$ cat config.mk
export PLATFORM = sky130hd
export DESIGN_NAME = ula_arbiter
export DESIGN_NICKNAME = d
export VERILOG_FILES = /design/src/rtl/ula_arbiter.sv
export SDC_FILE = /design/constraint.sdc
export NUM_CORES = 1
export LEC_CHECK = 0
export ABC_CLOCK_PERIOD_IN_PS = 2900
export BUFFER_PORTS_ARGS = -buffer_cell sky130_fd_sc_hd__buf_2
export CORE_ASPECT_RATIO = 0.8
export CORE_MARGIN = 8
export CORE_UTILIZATION = 50
export CTS_BUF_LIST = sky130_fd_sc_hd__clkbuf_4 sky130_fd_sc_hd__clkbuf_8
export DETAILED_ROUTE_END_ITERATION = 10
export PLACE_DENSITY = 0.88
export REMOVE_ABC_BUFFERS = 1
export SLEW_MARGIN = 10
export SYNTH_ARGS = -nofsm -noshare
export SYNTH_HDL_FRONTEND = slang
export SYNTH_SLANG_ARGS = --single-unit
$ cat constraint.sdc
create_clock -name clock -period 2.9 [get_ports clock]
set_input_delay 0.435 -clock clock [delete_from_list [all_inputs] [get_ports clock]]
set_output_delay 0.435 -clock clock [all_outputs]
set_load 0.005 [all_outputs]
$ cat src/rtl/ula_arbiter.sv
// ula_arbiter: round-robin arbiter that sequences two requesters onto one shared combinational ULA
module ula_arbiter #(
    parameter int WIDTH = 28
) (
    input  logic             clock,
    input  logic             resetN,
    input  logic             req0,
    input  logic             req1,
    input  logic [WIDTH-1:0] a0,
    input  logic [WIDTH-1:0] b0,
    input  logic [WIDTH-1:0] a1,
    input  logic [WIDTH-1:0] b1,
    input  logic [3:0]       select0,
    input  logic [3:0]       select1,
    output logic             ack0,
    output logic             ack1,
    output logic [WIDTH-1:0] result,
    output logic             status,
    output logic             error,
    output logic             busy,
    output logic [WIDTH-1:0] ulaA,
    output logic [WIDTH-1:0] ulaB,
    output logic [3:0]       ulaSelect,
    input  logic [WIDTH-1:0] ulaOutput,
    input  logic             ulaStatus
);
    typedef enum logic [1:0] {IDLE, EXEC, HOLD, DONE} state_t;
    state_t           state, state_nx;
    logic             prio, grant_id, take, win, drive, bad;
    logic [WIDTH-1:0] op_a, op_b, cap_res;
    logic [3:0]       op_sel;
    logic             cap_st;
    always_comb begin
        take     = state == IDLE && (req0 || req1);
        win      = (req0 && req1) ? prio : req1;
        state_nx = state == IDLE ? (take ? EXEC : IDLE) :
                   state == EXEC ? HOLD :
                   state == HOLD ? DONE : IDLE;
    end
    // DIV by zero and undefined opcodes discard whatever the ULA produced
    always_comb begin
        bad     = op_sel >= 4'd10 || (op_sel == 4'd9 && op_a == '0);
        cap_res = (bad || op_sel == 4'd3) ? '0 : ulaOutput;
        cap_st  = !bad && (op_sel == 4'd3 || op_sel == 4'd4 || op_sel == 4'd5) && ulaStatus;
    end
    always_ff @(posedge clock or negedge resetN) begin
        if (!resetN) begin
            state    <= IDLE;
            prio     <= 1'b0;
            grant_id <= 1'b0;
            op_a     <= '0;
            op_b     <= '0;
            op_sel   <= '0;
            result   <= '0;
            status   <= 1'b0;
            error    <= 1'b0;
        end else begin
            state <= state_nx;
            if (take) begin
                op_a     <= win ? a1 : a0;
                op_b     <= win ? b1 : b0;
                op_sel   <= win ? select1 : select0;
                grant_id <= win;
                prio     <= ~win;
            end
            if (state == HOLD) begin
                result <= cap_res;
                status <= cap_st;
                error  <= bad;
            end
        end
    end
    assign drive     = state == EXEC || state == HOLD;
    assign ulaA      = drive ? op_a : '0;
    assign ulaB      = drive ? op_b : '0;
    assign ulaSelect = drive ? op_sel : 4'b0000;
    assign busy      = state != IDLE;
    assign ack0      = state == DONE && !grant_id;
    assign ack1      = state == DONE && grant_id;
endmodule

==> summary.md <==
| Metric | Value |
|---|---|
| Status | complete, no violations |
| Worst Path Class, Setup | flop to primary output |
| Period minus WS final | 2.34 ns |
| Total power | roughly 0.0067 W |
| Row Count | 31 |
| Ant. Diodes | 0 |
| Layout Skew | about 0.015 ns |
| Worst Path Required | roughly 2.5 ns |
| Critical path peak fanout | 46 |
| R2r endpoint | op_b[4] |
| Hold Buf Count CTS | 0 |
| Design Area, Final | between 6000 and 7000 um2 |
| Max IR drop VDD | ~0.00076 V |
| Layout cells sized above 1 | 41.0% |
| Clock sinks | 94 |
| Core area | 9000 um2 |
| GR Util All Layers | between 20 and 25% |
| Final Cycle Share | between 80 and 90% |
| Worst Hold Class | input port to asynchronous set/reset pin |
| Die Area | about 13000 um2 |
| Pins Over Slew Limit | 0 |
| CP startpoint kind | flop |
| Synth area leader | dfrtp_1 |
| RSZ-0062 raised after global routing | no |
| DRC violations left | 0 |
| Synth Area in Compound Gates | 21.7% |
| Fmax | 428 MHz |
| Area contributors post-synth | dfrtp_1 (51%), a222oi_1 (13%), and2_1 (8.3%), inv_1 (7.8%), nor2b_1 (4.0%) |
| I/O pins | 246 |
| Port bufs | 245 |
| Final hold vios | 0 |
| Fraction of synthesized area in multiplexers | 0% |
| Starting DRT DRC Count | ~470 |
| Number of flops mapped to enable cells by yosys | 0 |
| Final antenna-violating net count | 0 |
| Vias in the first global route | about 4600 |
| Slew HR | about 50% |
| Placed Area | 5930 um2 |
| CTS Buffer Depth | 2 |
| Xor/xnor share of the synthesized area | 0% |
| Synth Cell Area | about 4600 um2 |
| Warnings from Yosys | 0 |
| Reg2Reg Depth | 7 |
| Synth Instances | 458 |
| P_sw | 0.00274 W |
| H-Tree Depth | 3 |
| Top cell type's share of synthesized area | 51.3% |
| Sw frac | between 40 and 50% |
| Cell Pwr Density | around 1100 nW/um2 |
| GRT overflow | 0 |
| Most frequent cells after synthesis | inv_1 (95), dfrtp_1 (94), and2_1 (61) |
| #FFs+latches synth | 94 |
| Largest net degree at the start of global routing | 62 |
| CTS Buf Count | 9 |
| Routability congestion estimate | about 0.80 |
| Clk Latency, worst-skew pair | about 0.35 ns |
| CTS tree | yes |
| Root Driver | clkbuf_8 |
| Post-synth top flop | dfrtp_1 |
| Initial antenna violation count | 0 |
| Clk pwr share | between 10% and 20% |
| Flop pwr share | about a third |
| Comb power frac | 52.6% |
| Setup bufs post-CTS | 0 |
| Largest family of logic cells by synthesized area | compound AO/OA/AOI/OAI gates |
| Most numerous cell in the Yosys netlist | inv_1 |
| Global-route wire length before repair | between 20000 and 25000 um |
| Synth async-reset ratio | 100% |
| Actual slew at the worst max-slew pin | around 0.75 ns |
| Wire per inst | between 15 and 20 um |
| Chip Height | between 100 and 150 um |
| Drt pass-1 iters | 8 |
| DR vias/cell | roughly 5.5 |
| Sequential fraction of the synthesis area | roughly 51% |
| Internal power | around 0.0040 W |
| Arr. time, crit path | 1.90 ns |
| Final setup vio count | 0 |
| Critical path capture point type | primary output |
| Die W | about 120 um |
| Post-synthesis adder-cell area fraction | approximately 1.1% |
| Initial core utilization | between 50 and 60% |
| Final wirelength | approximately 15000 um |
| P_leak | 3.48 nW |
| Worst r2r src | state[0] |
| Post-DP HPWL | roughly 11000 um |
| Worst-path clk slew | around 0.10 ns |
| Maxcap violations | 0 |
| Hold Slack | between 0.05 and 0.06 ns |
| Routed vias | 4473 |
| Nets@finish | 847 |
| Cell variety after synth | 30 |
| Post-synthesis simple-gate area fraction | 14.7% |
| Cts repair resizes | 0 |
| Worst reg-to-reg setup slack | a little under 0.8 ns |
| P&R area growth vs syn | 33.1% |
| Avg Inst Size Synth | 10.0 um2 |
## cell usage in the layout, fill, tap and decap left out, types with 6 or more instances in the layout
master,netlist,final
nor2b_1,29,29
a222oi_1,60,60
buf_4,0,6
o21ai_2,10,10
clkbuf_8,0,10
dfrtp_1,94,94
inv_1,95,95
a21oi_1,29,29
o21ai_0,17,17
buf_2,11,244
and2_1,61,61
## worst max-delay path by stage
| stage | from | to | depth (start not counted) |
|---|---|---|---|
| 2_1_floorplan | req1 | op_a[0] | 3 |
| 3_3_place_gp | state[0] | op_a[6] | 7 |
| 3_5_place_dp | state[0] | op_b[0] | 7 |
| 4_1_cts | state[1] | ulaA[0] | 5 |
| 5_1_grt | state[1] | ulaA[7] | 5 |
| 6_report | state[1] | ulaA[1] | 5 |
## layer usage
metal	GRT usage (%)	up-vias	part of all wire, %
met5	0	-	0
met4	5.72	0	1.1
met3	5.68	16	9.2
met2	40.1	223	51
met1	27.2	2184	38
li1	-	2050	-
## power by group through the flow
| stage | registers (W) | logic, W | clock network, W |
|---|---|---|---|
| after detailed placement | 0.00239 | 0.00356 | 0 |
| after floorplan | 0.00228 | 0.00204 | 0 |
| after CTS | 0.00237 | 0.00357 | 0.000835 |
| after global placement | 0.00235 | 0.00341 | 0 |
| final | 0.00238 | 0.00354 | 0.000811 |
| after global routing | 0.00245 | 0.00393 | 0.000900 |
## worst max-delay path: stages, from the launching register on
cell	delay, ns
dfrtp_1	0.41
inv_1	0.06
ha_1	0.54
buf_12	0.26
and2_1	0.16
buf_2	0.11
## metrics by stage
| step | TNS (ns) | setup WS (ns) | std cells | utilization (%) |
|---|---|---|---|---|
| finish | 0 | 0.563 | 810 | 67.9 |
| floorplan | -5.59 | -0.0930 | 426 | - |
| detailed placement | 0 | 0.834 | 794 | 65.9 |
| CTS | 0 | 0.555 | 810 | 67.9 |
| global placement | 0 | 0.960 | 794 | 65.9 |
| global route | 0 | 0.418 | 810 | 67.9 |
## state kept, by name, indices dropped and copies added (netlist names)
signal / flops
error: 1
op_a: 28
op_sel: 4
op_b: 28
status: 1
state: 2
grant_id: 1
result: 28
prio: 1
## cell type report
type	instances	area, um2
Fill cell	692	2890
Sequential cell	94	2350
Multi-Input combinational cell	237	1750
Timing Repair Buffer	253	1330
Inverter	95	357
Tap cell	115	144
Clock buffer	10	138
Clock inverter	6	43.8
## cells by family after synthesis
family / count (synthesis)
buffers and inverters: 127
AOI/OAI and AO/OA: 126
and+or+nand+nor: 107
DFF: 94
adders and majority gates: 4
Power figures use the tool's default switching activity.
